==> src/rtl/cpu_pkg.sv <==
// Shared constants for the CPU flow path: widths, flow opcodes, SR bit indices,
// and the flow control FSM state encoding.
package cpu_pkg;

  localparam int unsigned WORD_W = 20;
  localparam int unsigned HALF_W = 10;

  localparam int unsigned SR_Z = 0;
  localparam int unsigned SR_S = 1;
  localparam int unsigned SR_C = 2;
  localparam int unsigned SR_T = 3;

  typedef enum logic [2:0] {
    OP_TRAP = 3'd0,
    OP_NOP  = 3'd1,
    OP_JMP  = 3'd2,
    OP_JZ   = 3'd3,
    OP_JS   = 3'd4,
    OP_JZS  = 3'd5,
    OP_LDSR = 3'd6,
    OP_XSR  = 3'd7
  } op_code_t;

  typedef enum logic [1:0] {
    ST_IDLE = 2'd0,
    ST_EXEC = 2'd1,
    ST_TRAP = 2'd2
  } flow_state_t;

endpackage

==> src/rtl/flow_ctrl_unit_if.sv <==
// Decoder/ALU-facing signal bundle of the flow control unit.
interface flow_ctrl_unit_if #(
  parameter int unsigned WORD_W = cpu_pkg::WORD_W
);
  logic              flag_valid;
  logic              alu_zero;
  logic              alu_sign;
  logic              alu_carry;
  logic              op_valid;
  logic              op_ready;
  logic [2:0]        op_code;
  logic              op_mode;
  logic [WORD_W-1:0] op_operand;
  logic              pc_inc;
  logic              trap_clr;
  logic [WORD_W-1:0] pc;
  logic [3:0]        sr;
  logic              branch_taken;
  logic              trap;

  // Decoder / ALU side
  modport master (
    output flag_valid, alu_zero, alu_sign, alu_carry,
    output op_valid, op_code, op_mode, op_operand, pc_inc, trap_clr,
    input  op_ready, pc, sr, branch_taken, trap
  );

  // Flow control unit side
  modport slave (
    input  flag_valid, alu_zero, alu_sign, alu_carry,
    input  op_valid, op_code, op_mode, op_operand, pc_inc, trap_clr,
    output op_ready, pc, sr, branch_taken, trap
  );
endinterface

==> src/rtl/flow_cond_eval.sv <==
// Combinational branch decision and jump target formation for a latched flow op.
module flow_cond_eval
  import cpu_pkg::*;
#(
  parameter int unsigned WORD_W = cpu_pkg::WORD_W,
  parameter int unsigned HALF_W = cpu_pkg::HALF_W
) (
  input  op_code_t          op_code,
  input  logic              op_mode,
  input  logic [WORD_W-1:0] operand,
  input  logic              sr_z,
  input  logic              sr_s,
  output logic              taken,
  output logic [WORD_W-1:0] target
);

  // Branch condition from the status flags held at the start of EXEC
  always_comb begin
    taken = 1'b0;
    case (op_code)
      OP_JMP:  taken = 1'b1;
      OP_JZ:   taken = sr_z;
      OP_JS:   taken = sr_s;
      OP_JZS:  taken = sr_z | sr_s;
      default: taken = 1'b0;
    endcase
  end

  // Full mode jumps to the whole operand; half mode zero-extends the low half
  always_comb begin
    target = op_mode ? operand : {{(WORD_W-HALF_W){1'b0}}, operand[HALF_W-1:0]};
  end

endmodule

==> src/rtl/flow_ctrl_unit.sv <==
// Flow control unit: status register capture, flow opcode execution and PC ownership.
module flow_ctrl_unit
  import cpu_pkg::*;
#(
  parameter int unsigned       WORD_W   = cpu_pkg::WORD_W,
  parameter int unsigned       HALF_W   = cpu_pkg::HALF_W,
  parameter logic [WORD_W-1:0] RESET_PC = '0
) (
  input logic              clk,
  input logic              rst,
  flow_ctrl_unit_if.slave  bus
);

  flow_state_t       state;
  op_code_t          op_code_q;
  logic              op_mode_q;
  logic [WORD_W-1:0] operand_q;
  logic [WORD_W-1:0] pc_q;
  logic [3:0]        sr_q;
  logic              branch_q;
  logic              trap_q;
  logic              taken;
  logic [WORD_W-1:0] target;
  logic              sr_op;

  flow_cond_eval #(
    .WORD_W (WORD_W),
    .HALF_W (HALF_W)
  ) u_cond (
    .op_code (op_code_q),
    .op_mode (op_mode_q),
    .operand (operand_q),
    .sr_z    (sr_q[SR_Z]),
    .sr_s    (sr_q[SR_S]),
    .taken   (taken),
    .target  (target)
  );

  // SR-writing ops take priority over ALU flags in their EXEC cycle
  always_comb begin
    sr_op = (op_code_q == OP_LDSR) || (op_code_q == OP_XSR);
  end

  // FSM with PC, SR and registered status outputs
  always_ff @(posedge clk or posedge rst) begin
    if (rst) begin
      state     <= ST_IDLE;
      op_code_q <= OP_NOP;
      op_mode_q <= 1'b0;
      operand_q <= '0;
      pc_q      <= RESET_PC;
      sr_q      <= '0;
      branch_q  <= 1'b0;
      trap_q    <= 1'b0;
    end else begin
      branch_q <= 1'b0;
      case (state)
        ST_IDLE: begin
          if (bus.flag_valid)
            sr_q[2:0] <= {bus.alu_carry, bus.alu_sign, bus.alu_zero};
          if (bus.pc_inc)
            pc_q <= pc_q + WORD_W'(1);
          if (bus.op_valid) begin
            op_code_q <= op_code_t'(bus.op_code);
            op_mode_q <= bus.op_mode;
            operand_q <= bus.op_operand;
            state     <= ST_EXEC;
          end
        end
        ST_EXEC: begin
          state <= ST_IDLE;
          if (bus.flag_valid && !sr_op)
            sr_q[2:0] <= {bus.alu_carry, bus.alu_sign, bus.alu_zero};
          case (op_code_q)
            OP_TRAP: begin
              state      <= ST_TRAP;
              trap_q     <= 1'b1;
              sr_q[SR_T] <= 1'b1;
            end
            OP_LDSR: sr_q[2:0] <= operand_q[2:0];
            OP_XSR:  sr_q[2:0] <= sr_q[2:0] ^ operand_q[2:0];
            default: begin
              if (taken) begin
                pc_q     <= target;
                branch_q <= 1'b1;
              end
            end
          endcase
        end
        ST_TRAP: begin
          if (bus.trap_clr) begin
            state      <= ST_IDLE;
            trap_q     <= 1'b0;
            sr_q[SR_T] <= 1'b0;
          end
        end
        default: state <= ST_IDLE;
      endcase
    end
  end

  assign bus.op_ready     = (state == ST_IDLE);
  assign bus.pc           = pc_q;
  assign bus.sr           = sr_q;
  assign bus.branch_taken = branch_q;
  assign bus.trap         = trap_q;

endmodule

==> src/flat_wrapper.sv <==
// flat-port wrapper written by rule: the top's interface ports become plain ports
module flow_ctrl_unit_flat import cpu_pkg::*;
#(
  parameter int unsigned       WORD_W   = cpu_pkg::WORD_W,
  parameter int unsigned       HALF_W   = cpu_pkg::HALF_W,
  parameter logic [WORD_W-1:0] RESET_PC = '0
)
  (clk, rst, bus_flag_valid, bus_alu_zero, bus_alu_sign, bus_alu_carry, bus_op_valid, bus_op_code, bus_op_mode, bus_op_operand, bus_pc_inc, bus_trap_clr, bus_op_ready, bus_pc, bus_sr, bus_branch_taken, bus_trap);
  flow_ctrl_unit_if #(.WORD_W(WORD_W)) bus_i ();
  input logic clk;
  input logic rst;
  input wire logic [$bits(bus_i.flag_valid)-1:0] bus_flag_valid;
  input wire logic [$bits(bus_i.alu_zero)-1:0] bus_alu_zero;
  input wire logic [$bits(bus_i.alu_sign)-1:0] bus_alu_sign;
  input wire logic [$bits(bus_i.alu_carry)-1:0] bus_alu_carry;
  input wire logic [$bits(bus_i.op_valid)-1:0] bus_op_valid;
  input wire logic [$bits(bus_i.op_code)-1:0] bus_op_code;
  input wire logic [$bits(bus_i.op_mode)-1:0] bus_op_mode;
  input wire logic [$bits(bus_i.op_operand)-1:0] bus_op_operand;
  input wire logic [$bits(bus_i.pc_inc)-1:0] bus_pc_inc;
  input wire logic [$bits(bus_i.trap_clr)-1:0] bus_trap_clr;
  output wire logic [$bits(bus_i.op_ready)-1:0] bus_op_ready;
  output wire logic [$bits(bus_i.pc)-1:0] bus_pc;
  output wire logic [$bits(bus_i.sr)-1:0] bus_sr;
  output wire logic [$bits(bus_i.branch_taken)-1:0] bus_branch_taken;
  output wire logic [$bits(bus_i.trap)-1:0] bus_trap;
  assign bus_i.flag_valid = bus_flag_valid;
  assign bus_i.alu_zero = bus_alu_zero;
  assign bus_i.alu_sign = bus_alu_sign;
  assign bus_i.alu_carry = bus_alu_carry;
  assign bus_i.op_valid = bus_op_valid;
  assign bus_i.op_code = bus_op_code;
  assign bus_i.op_mode = bus_op_mode;
  assign bus_i.op_operand = bus_op_operand;
  assign bus_i.pc_inc = bus_pc_inc;
  assign bus_i.trap_clr = bus_trap_clr;
  assign bus_op_ready = bus_i.op_ready;
  assign bus_pc = bus_i.pc;
  assign bus_sr = bus_i.sr;
  assign bus_branch_taken = bus_i.branch_taken;
  assign bus_trap = bus_i.trap;
  flow_ctrl_unit #(.WORD_W(WORD_W), .HALF_W(HALF_W), .RESET_PC(RESET_PC)) u_core (.clk(clk), .rst(rst), .bus(bus_i));
endmodule
==> config.mk <==
export PLATFORM = sky130hd
export DESIGN_NAME = flow_ctrl_unit_flat
export DESIGN_NICKNAME = d
export VERILOG_FILES = /design/src/rtl/cpu_pkg.sv /design/src/rtl/flow_ctrl_unit_if.sv /design/src/rtl/flow_cond_eval.sv /design/src/rtl/flow_ctrl_unit.sv /design/src/flat_wrapper.sv
export SDC_FILE = /design/constraint.sdc
export NUM_CORES = 1
export LEC_CHECK = 0
export ABC_CLOCK_PERIOD_IN_PS = 3400
export CAP_MARGIN = 20
export CORE_MARGIN = 2
export CORE_UTILIZATION = 35
export CTS_CLUSTER_SIZE = 8
export DETAILED_ROUTE_END_ITERATION = 7
export GPL_TIMING_DRIVEN = 0
export PLACE_DENSITY = 0.67
export SETUP_SLACK_MARGIN = 0.5
export SLEW_MARGIN = 20
export SYNTH_ARGS = -nofsm -noshare
export SYNTH_HDL_FRONTEND = slang
export SYNTH_SLANG_ARGS = --single-unit
==> constraint.sdc <==
create_clock -name clk -period 3.4 [get_ports clk]
set_input_delay 0.51 -clock clk [delete_from_list [all_inputs] [get_ports clk]]
set_output_delay 0.51 -clock clk [all_outputs]
set_load 0.005 [all_outputs]
# After elaboration in Yosys (flattened, before gate mapping)
# Cells that the tools add are included.
# totals
out_inout_bits	27
ff_bits	51
word_cells	60
input_bits	33
# op_classes
bitwise_logic	2
n_mux	20
n_reduce_logical	13
n_eq_ne	16
add_sub_neg	1
# ops
cell	n
$mux 20	4
$pmux 20 s2	1
$add 20x1->20 const B	1
$eq 3x3->1 const B	4
$ne 2x2->1 const B	6
$pmux 3 s2	2
$eq 3x2->1 const B	2
$mux 2	3
$mux 3	2
$pmux 2 s3	1
$reduce_and 3->1	2
$mux 1	5
$ne 4x1->1 const B	1
$pmux 1 s4	1
$reduce_and 2->1	2
$reduce_and 4->1	1
$reduce_bool 2->1	2
$logic_not 3->1	1
$reduce_or 3->1	1
$xor 3x3->3	1
$eq 2x1->1 const B	1
$eq 2x2->1 const B	1
$logic_not 2->1	1
$ne 2x1->1 const B	1
5 further kinds	5

# Logic depth before layout (Yosys ltp)
# Gate-level depths: netlist of the first run.
# logic_depth
word_depth	7
depth_mapped	7
depth_no_buf	5

# By module
# From an unflattened synthesis of the first run, not the netlist that was laid out.
# unflattened
cells_unflattened	275
hier_area_um2	2811.4
# modules_own_cells
module	seq_area_each_um2	area_each_um2	cells_each	n_inst
flow_ctrl_unit	1277.5	2635.0	250	1
flow_cond_eval	0.0	176.4	25	1

# Worst setup path after synthesis of the first run
# Ideal clock, no wire load.
# synth_timing
path_type	register -> register
start	register u_core.pc_q[0], in the netlist u_core.bus.pc[0]
end	register u_core.pc_q[18], in the netlist u_core.bus.pc[18]
t_required_ps	3255
setup_ps	145
path_slack_ps	1692
path_stages_with_launch	6
synth_period_minus_slack_ps	1708
n_path_buf	0
arrival_time_ps	1563
path_cell_list	dfrtp_1 -> ha_1 -> nand3_1 -> or3_4 -> o41ai_2 -> a211oi_1
# synth_between
elab_chain_len	3
# synth_rtl
element	line	rtl
start, declared	flow_ctrl_unit.sv:18	logic [WORD_W-1:0] pc_q;
start signal, assigned	flow_ctrl_unit.sv:62	pc_q <= pc_q + WORD_W'(1);
start signal, assigned	flow_ctrl_unit.sv:84	pc_q <= target;
$add 20x1->20	flow_ctrl_unit.sv:62	
$mux 20	flow_ctrl_unit.sv:61	if (bus.pc_inc)
$pmux 20 s2	flow_ctrl_unit.sv:57	case (state)
# Every way passes these cells. The select of a mux whose other input is x is not followed.
# A chain may end at the register's enable or synchronous reset.

# Worst setup path after layout of the first run
# layout_timing
start	input port bus_pc_inc
end	register u_core.pc_q[6], in the netlist u_core.bus.pc[6]
# layout_between
elab_chain_len	2
# layout_rtl
element	line	rtl
start, declared	flat_wrapper.sv:20	input wire logic [$bits(bus_i.pc_inc)-1:0] bus_pc_inc;
$ne 2x2->1 (no source line)	-	
$reduce_and 4->1 (no source line)	-	
# Every way passes these cells.

==> impl_metrics.csv, run 1 <==
group,metric,value,unit
outcome,outcome,"completed",
min_path,worstHoldPathType,"primary input to async pin",
sta,relSlewSlack,33.4,%
clock_tree,holdBufCountCts,0,
finish,final_cell_mix,"59 x clkdlybuf4s50_1, 50 x dfrtp_1, 24 x mux2_2",
power_and_ir_drop,power.density,698,mW/mm²
routing,viasPerCell,5.50,
global_route,overflow,0,
critical_path,cp_max_fo,6,
floorplan,coreArea,0.00733,mm²
clock_tree,h-tree-depth,2,
sta,setup_tns,0,ns
floorplan,rows,31,
sta,worst_pin_slew,0.997,ns
routing,drc,0,
global_route,grt_pass1_vias,2239,
clock_tree,tritoncts,"built",
routing,first_pass_iters,4,
sta,maxSlewViolCount,0,
floorplan,die_x,91.3,µm
place,gp_congestion,0.885,
place,place_area,0.00340,mm²
clock_tree,cts_post_setup_buffers_inserted,0,
synth,synth_edf_count,0,
synth,synth_seq_area_share,47.9,%
global_route,grt_usage,17.0,%
finish,fin_nets,359,
synth,ys_ff_latch,51,
critical_path,cp-start-kind,"primary input",
clock_tree,cts_root_buffer,"clkbuf_8",
global_route,grt_pass1_wl,11.3,mm
floorplan,num_io_pins,60,
finish,drive_gt1_share,19.3,%
sta,hold_violations,0,
power_and_ir_drop,p_leak,1.36,nW
clock_tree,cts.sinks,51,
floorplan,start_util,36.4,%
routing,finalWirelength,6.78,mm
sta,setup_violations,0,
synth,syn_nets,292,
synth,synth_cells,258,
place,io_buffers,59,
place,hpwl,4.95,mm
finish,finalInstanceArea,0.00349,mm²
critical_path,reg2reg_slack,1.42,ns
sta,clock.fmax,482,MHz
synth,synthDistinctLibCells,57,
finish,layout_commonest_cell,"clkdlybuf4s50_1",
floorplan,die_h,91.3,µm
global_route,grt_max_degree,33,
synth,async_reset_ff_share,100,%
routing,dr_total_vias,2337,
routing,drtIter0Drc,194,
clock_tree,cts_buffers,5,
critical_path,cp_data_arrival_time,2.32,ns
finish,syn_to_final_growth,31.0,%
floorplan,die_area,0.00834,mm²
critical_path,end_kind,"register",
clock_tree,post_cts_resized,0,
finish,antennaDiodeCount,0,
critical_path,worst-setup-path-type,"primary input to register",
global_route,antenna_found_initial,0,
clock_tree,clock_latency,0.31,ns
synth,synth_area_leaders,"dfrtp_1 47%, mux2_2 10%, a21oi_1 4.3%",
synth,yosysWarnings,0,
flow_run,max-cap-violations,0,
synth,synthFlopType,"dfrtp_1",
routing,routedWlPerCell,15.9,µm
sta,rsz0062_at_grt,"false",
synth,syn_avg_cell_area,10.3,µm²
synth,synth_top_area_cell,"dfrtp_1",
synth,synth_top_area_share,46.9,%
sta,min_period,2.07,ns
critical_path,required,3.64,ns
sta,finalCritPeriodShare,61.0,%
synth,syn_area,0.00267,mm²
power_and_ir_drop,vdd_drop_max,204,µV
sta,clock_skew,0.0103,ns
clock_tree,cts.clk_slew.worst_paths,0.10,ns
clock_tree,clock_path_buffers,2,
routing,ant_nets,0,
==> cell families (layout without fill, tap and decap cells) <==
family | count (synthesis) | after routing | share of synthesized area [%]
flip-flops | 51 | 51 | 47.9
AND/OR/NAND/NOR | 82 | 82 | 17.2
adder cells (fa/ha/maj) | 1 | 1 | 0.469
AO/OA/AOI/OAI | 74 | 74 | 18.9
buffers and inverters | 24 | 92 | 4.60
multiplexers | 26 | 26 | 10.9
==> cell type report <==
cell class                      instances  area, µm²
Clock buffer                            7       86.3
Sequential cell                        51       1280
Multi-Input combinational cell        183       1270
Tap cell                               99        124
Fill cell                             678       3840
Inverter                                6       22.5
Buffer                                 18        100
Clock inverter                          1       5.00
Timing Repair Buffer                   60        611
==> cells in the mapped netlist (all sizes together), types with 4 or more instances <==
| cell | number |
|---|---|
| a31oi | 5 |
| a22oi | 4 |
| nand2 | 12 |
| buf | 16 |
| nor4 | 6 |
| mux2 | 24 |
| nand4 | 5 |
| and3 | 7 |
| nor3 | 11 |
| a32oi | 4 |
| o21ai | 13 |
| or2 | 4 |
| nor2 | 18 |
| inv | 6 |
| a21oi | 24 |
| nand3 | 6 |
| o211ai | 6 |
| dfrtp | 50 |
==> critical path, stage by stage <==
cell             delay, ns
clkdlybuf4s50_1       0.48
nor3b_1               0.81
a41o_2                0.32
mux2i_1               0.06
a21oi_1               0.13
==> stage by stage <==
step	hold slack, ns	setup slack, ns	total power (W)	cells	util (%)
after floorplan	0.473	1.66	0.00158	258	-
after global placement	0.487	0.679	0.00205	416	46.1
after detailed placement	0.495	1.13	0.00209	417	46.4
after CTS	0.515	1.36	0.00245	425	47.7
after global routing	0.536	1.27	0.00261	425	47.7
final	0.508	1.33	0.00244	425	47.7
==> final timing paths <==
check                                      from  cells past startpoint              endpoint
setup / recovery                     bus_pc_inc                      5      u_core.bus.pc[6]
hold / removal                              rst                      2      u_core.bus.sr[0]
setup reg to reg               u_core.bus.pc[0]                      5     u_core.bus.pc[18]
hold reg to reg            u_core.operand_q[19]                      1  u_core.operand_q[19]
max in group asynchronous                   rst                      3      u_core.bus.pc[7]
min in group clk           u_core.operand_q[19]                      1  u_core.operand_q[19]
==> routing by layer <==
layer	GRT usage, %	vias to the layer above	part of all wire (%)
met1	24.0	1139	46
met4	6.82	0	1.3
met5	0	-	0
met2	25.3	79	47
met3	3.57	7	5.6
li1	-	1112	-
==> sequential cells by signal, indices dropped and copies added (netlist names) <==
| name | cells |
|---|---|
| u_core.op_mode_q | 1 |
| u_core.operand_q | 20 |
| u_core.bus.trap | 1 |
| u_core.bus.branch_taken | 1 |
| u_core.bus.sr | 3 |
| u_core.state | 2 |
| u_core.bus.pc | 20 |
| u_core.op_code_q | 3 |
==> where the power goes <==
part / switching [W] / internal, W
clock: 0.000199 / 0.000165
sequential: 0.000268 / 0.000816
combinational: 0.000429 / 0.000560
total: 0.000895 / 0.00154
No activity file was read; power rests on OpenSTA's default activity.
==> inputs of run 2 (changes only) <==
ABC_CLOCK_PERIOD_IN_PS = 1700   (was 3400)
PLACE_DENSITY = 0.69   (was 0.67)
clock period = 1.7 ns   (was 3.4 ns; I/O delays follow)
==> impl_metrics.csv, run 2 (same netlist as run 1, synthesis figures left out) <==
group,metric,value,unit
place,io_buffers,59,
clock_tree,holdBufCountCts,0,
power_and_ir_drop,p_int,0.00469,W
routing,ant_nets,0,
finish,drive_gt1_share,59.2,%
power_and_ir_drop,switching_power,0.00272,W
critical_path,required,1.92,ns
critical_path,slowest_delay,0.45,ns
floorplan,start_util,36.4,%
sta,min_period,1.73,ns
global_route,grt_usage,24.0,%
floorplan,die_area,0.00834,mm²
routing,finalWirelength,10.4,mm
finish,antennaDiodeCount,0,
global_route,grt_pass1_wl,15.6,mm
flow_run,max-cap-violations,0,
floorplan,die_h,91.3,µm
finish,fin_nets,452,
finish,final_cell_mix,"57 x buf_4, 49 x buf_6, 35 x dfrtp_1",
critical_path,cp_max_fo,6,
clock_tree,cts.clk_slew.worst_paths,0.10,ns
critical_path,worst_path_max_delay_cell,"dfrtp_2",
sta,maxSlewViolCount,0,
finish,nFillCells,491,
critical_path,r2r_start,"u_core.state[0]",
clock_tree,cts_root_buffer,"clkbuf_8",
clock_tree,cts_buffers,5,
routing,first_pass_iters,5,
global_route,grt_max_degree,33,
sta,fin_ws,-0.0338,ns
power_and_ir_drop,p_sw_share,36.8,%
power_and_ir_drop,p_leak,2.15,nW
sta,clock.fmax,577,MHz
min_path,worstHoldPathType,"primary input to async pin",
sta,rsz0062_at_grt,"true",
sta,setup_violations,3,
finish,syn_to_final_growth,88.9,%
floorplan,rows,31,
sta,relSlewSlack,67.6,%
routing,viasPerCell,5.68,
power_and_ir_drop,power.density,1470,mW/mm²
finish,layout_commonest_cell,"buf_4",
place,hpwl,5.21,mm
critical_path,crit_chain,"buf_8 -> or3b_4 -> buf_6 -> o221ai_4 -> buf_6 -> o21ai_2 -> a22oi_1",
outcome,outcome,"finished, violations left",
routing,drtIter0Drc,178,
clock_tree,h-tree-depth,2,
routing,drc,0,
sta,clock_skew,0.00701,ns
clock_tree,clock_path_buffers,2,
global_route,antenna_found_initial,0,
critical_path,end_kind,"register",
floorplan,coreArea,0.00733,mm²
sta,finalCritPeriodShare,102,%
global_route,grt_pass1_vias,3056,
critical_path,cp-start-kind,"register",
sta,worst_pin_slew,0.485,ns
place,gp_congestion,0.822,
sta,hold_ws,0.296,ns
power_and_ir_drop,pwr-share-seq,29.0,%
sta,hold_violations,0,
clock_tree,tritoncts,"built",
critical_path,cp_data_arrival_time,1.95,ns
power_and_ir_drop,comb_power_share,57.2,%
routing,dr_total_vias,2940,
global_route,overflow,0,
critical_path,worst-setup-path-type,"register to register",
power_and_ir_drop,p_clk_share,13.8,%
sta,setup_tns,-0.0391,ns
clock_tree,cts.sinks,51,
critical_path,crit_path_frequent_cell,"buf_6",
outcome,violations,"setup timing",
critical_path,crit_start,"u_core.state[0]",
clock_tree,clock_latency,0.32,ns
floorplan,num_io_pins,60,
power_and_ir_drop,vdd_drop_max,725,µV
floorplan,die_x,91.3,µm
routing,routedWlPerCell,20.0,µm
==> run 2: through the flow <==
stage / utilization, % / power (W) / cells / area [µm²] / setup WS, ns
2_1_floorplan: - / 0.00348 / 258 / 2970 / 0.0457
3_3_place_gp: 50.2 / 0.00443 / 416 / 3680 / -0.129
3_5_place_dp: 50.5 / 0.00450 / 417 / 3700 / -0.129
4_1_cts: 63.5 / 0.00658 / 496 / 4660 / 0.107
5_1_grt: 68.7 / 0.00777 / 518 / 5040 / -0.0775
6_report: 68.7 / 0.00741 / 518 / 5040 / -0.0338
==> run 2: final timing paths <==
path	slack, ns	depth (start not counted)	to
max	-0.03	7	u_core.bus.pc[2]
min	0.30	2	u_core.operand_q[12]
max reg2reg	-0.03	7	u_core.bus.pc[2]
min reg2reg	0.52	1	u_core.operand_q[19]
max in group asynchronous	0.84	3	u_core.op_code_q[0]
min in group clk	0.52	1	u_core.operand_q[19]
==> run 2: power groups by stage <==
stage | Sequential [W] | Combinational [W] | Clock [W]
2_1_floorplan | 0.00211 | 0.00137 | 0
3_3_place_gp | 0.00222 | 0.00221 | 0
3_5_place_dp | 0.00224 | 0.00227 | 0
4_1_cts | 0.00211 | 0.00344 | 0.00104
5_1_grt | 0.00219 | 0.00450 | 0.00108
6_report | 0.00215 | 0.00424 | 0.00102
==> run 2: timing repair <==
action,4_1_cts,5_1_grt
resized for setup,130,83
pin swaps,23,13
buffers inserted,67,21
endpoints found under the setup margin,76,73
cloned,4,1
==> run 2: worst max-delay path: cells and delay by family (launching register included) <==
kind                   cells  cell delay [ns]
AOI/OAI and AO/OA          3             0.33
and+or+nand+nor            1             0.40
buffers and inverters      3             0.46
DFF                        1             0.45
==> run 2: area by class of cell <==
cell class	count	area, µm²	area share [%]
Inverter	6	26.3	0.521
Tap cell	99	124	2.46
Clock buffer	5	68.8	1.37
Multi-Input combinational cell	184	1760	34.9
Clock inverter	3	67.6	1.34
Buffer	18	208	4.12
Sequential cell	51	1300	25.7
Timing Repair Buffer	152	1490	29.6
==> run 2: metal layers <==
| layer | share of wire (%) | global-route usage, % | vias to the layer above |
|---|---|---|---|
| met5 | 0 | 0 | - |
| met4 | 3.7 | 10.7 | 0 |
| met3 | 6.3 | 5.31 | 31 |
| met2 | 51 | 40.8 | 160 |
| met1 | 39 | 29.2 | 1448 |
| li1 | - | - | 1301 |
==> inputs of run 3 (changes only) <==
ABC_AREA = 1   (was not set)
==> impl_metrics.csv, run 3 <==
group,metric,value,unit
floorplan,die_area,0.00878,mm²
min_path,worstHoldPathType,"primary input to async pin",
sta,worst_pin_slew,0.480,ns
synth,synth_top_area_cell,"dfrtp_1",
synth,syn_avg_cell_area,7.13,µm²
clock_tree,tritoncts,"built",
global_route,grt_max_degree,32,
power_and_ir_drop,vdd_drop_max,763,µV
sta,maxSlewViolCount,0,
global_route,antenna_found_initial,0,
synth,synth_edf_count,0,
synth,synth_cells,395,
finish,final_cell_mix,"138 x nand2_1, 43 x dfrtp_1, 33 x buf_4",
place,dp.cells,557,
sta,hold_violations,0,
outcome,outcome,"completed",
sta,setup_tns,0,ns
clock_tree,cts.sinks,51,
synth,ys_ff_latch,51,
finish,fin_cells,615,
place,io_buffers,59,
place,hpwl,5.44,mm
routing,ant_nets,0,
synth,synthDistinctLibCells,31,
sta,clock.fmax,685,MHz
synth,synth_common_cells,"169 x nand2_1, 50 x dfrtp_1, 38 x nor2_1",
synth,syn_area,0.00282,mm²
global_route,grt_pass1_wl,13.2,mm
sta,min_period,1.46,ns
routing,viasPerCell,4.89,
critical_path,cp_max_fo,5,
global_route,grt_usage,18.8,%
clock_tree,cts_buffers,5,
routing,dr_total_vias,3008,
floorplan,die_h,93.7,µm
sta,setup_violations,0,
power_and_ir_drop,p_leak,2.15,nW
sta,clock_skew,0.00514,ns
finish,drive_gt1_share,32.6,%
finish,antennaDiodeCount,0,
place,dp_slack,0.169,ns
routing,finalWirelength,8.31,mm
synth,syn_nets,429,
critical_path,worst-setup-path-type,"register to register",
routing,drc,0,
clock_tree,h-tree-depth,2,
routing,routedWlPerCell,13.5,µm
critical_path,cp_data_arrival_time,1.67,ns
critical_path,cp-start-kind,"register",
place,gp_congestion,0.845,
finish,fin_nets,546,
flow_run,max-cap-violations,0,
synth,synth_area_leaders,"dfrtp_1 44%, nand2_1 23%, nor2_1 5.1%",
sta,fin_ws,0.241,ns
clock_tree,clock_path_buffers,2,
synth,synth_top_area_share,44.4,%
global_route,overflow,0,
sta,finalCritPeriodShare,85.9,%
synth,async_reset_ff_share,100,%
floorplan,die_x,93.7,µm
synth,synthFlopType,"dfrtp_1",
floorplan,num_io_pins,60,
routing,drtIter0Drc,174,
finish,syn_to_final_growth,57.2,%
floorplan,start_util,36.2,%
synth,yosysWarnings,0,
clock_tree,clock_latency,0.31,ns
clock_tree,cts.clk_slew.worst_paths,0.09,ns
floorplan,rows,32,
critical_path,end_kind,"register",
critical_path,required,1.91,ns
synth,synth_seq_area_share,45.4,%
floorplan,coreArea,0.00777,mm²
sta,rsz0062_at_grt,"true",
critical_path,reg2reg_slack,0.24,ns
power_and_ir_drop,power.density,1670,mW/mm²
global_route,grt_pass1_vias,2853,
synth,synth_most_common_cell,"nand2_1",
sta,relSlewSlack,67.9,%
clock_tree,cts_root_buffer,"clkbuf_8",
routing,first_pass_iters,4,
finish,layout_commonest_cell,"nand2_1",
## run 3: cell types whose count changed after synthesis, sizes merged, moves of 6 or more
cell and change:
nand3 +18, nor4 -6, nor2 +24, a21oi -7
nor3 -9, nand2 +164, and3 -7, mux2 -24
o21ai +7, o211ai -6, inv +27
## run 3: metrics by stage
| step | hold WS [ns] | total power [W] | area, µm² | utilization (%) |
|---|---|---|---|---|
| finish | 0.308 | 0.00741 | 4420 | 57.0 |
| detailed placement | 0.477 | 0.00529 | 3600 | 46.3 |
| global placement | 0.464 | 0.00519 | 3580 | 46.1 |
| global route | 0.340 | 0.00794 | 4420 | 57.0 |
| CTS | 0.328 | 0.00667 | 4100 | 52.8 |
| floorplan | 0.303 | 0.00405 | 2860 | - |
## run 3: logic make-up (layout without fill, tap and decap cells)
| group | after synthesis | count (layout) | synth area share [%] |
|---|---|---|---|
| adder cells (fa/ha/maj) | 1 | 1 | 0.444 |
| AO/OA/AOI/OAI | 48 | 48 | 9.82 |
| AND/OR/NAND/NOR | 248 | 249 | 36.5 |
| flip-flops | 51 | 51 | 45.4 |
| buffers and inverters | 46 | 163 | 7.51 |
| XOR/XNOR | 1 | 1 | 0.311 |
## run 3: worst paths after layout
check | cells after the start | from | to
max | 9 | u_core.op_code_q[0] | u_core.bus.pc[1]
min | 2 | rst | u_core.bus.pc[8]
max in group asynchronous | 3 | rst | u_core.bus.pc[0]
max reg2reg | 9 | u_core.op_code_q[0] | u_core.bus.pc[1]
min in group clk | 3 | bus_op_code[0] | u_core.op_code_q[0]
min reg2reg | 2 | u_core.operand_q[13] | u_core.operand_q[13]
## run 3: what timing repair did
action | CTS | global route
endpoints found under the hold margin | 0 | 0
pin swaps | 12 | 23
cloned | 1 | 3
hold buffers | 0 | 0
resized for setup | 117 | 91
endpoints found under the setup margin | 68 | 66
setup buffers | 34 | 12
## run 3: area by class of cell
| type | count | area [µm²] |
|---|---|---|
| inverter | 33 | 148 |
| multi-input combinational | 299 | 1600 |
| clock buffer | 5 | 68.8 |
| buffer | 13 | 153 |
| sequential | 51 | 1290 |
| clock inverter | 3 | 15.0 |
| timing repair buffer | 109 | 1030 |
| fill | 696 | 3340 |
| tap | 102 | 128 |
## run 3: where the power goes
part | switching, W | internal, W | total [W]
combinational | 0.00224 | 0.00218 | 0.00442
sequential | 0.000482 | 0.00180 | 0.00228
clock | 0.000425 | 0.000283 | 0.000708
total | 0.00315 | 0.00426 | 0.00741
## run 3: critical path: stages (launching register included)
cell	delay, ns
dfstp_2	0.57
nand2_1	0.05
nand2_1	0.06
nand2_1	0.06
nand2_2	0.07
nand3_4	0.12
buf_6	0.16
nand2_4	0.08
nand3_1	0.07
o21a_1	0.11
## run 3: metal layers
layer / global-route usage [%] / part of all wire, % / up-vias
li1: - / - / 1475
met1: 25.6 / 44 / 1431
met2: 31.8 / 50 / 94
met3: 3.05 / 5.2 / 8
met4: 3.50 / 0.98 / 0
met5: 0 / 0 / -
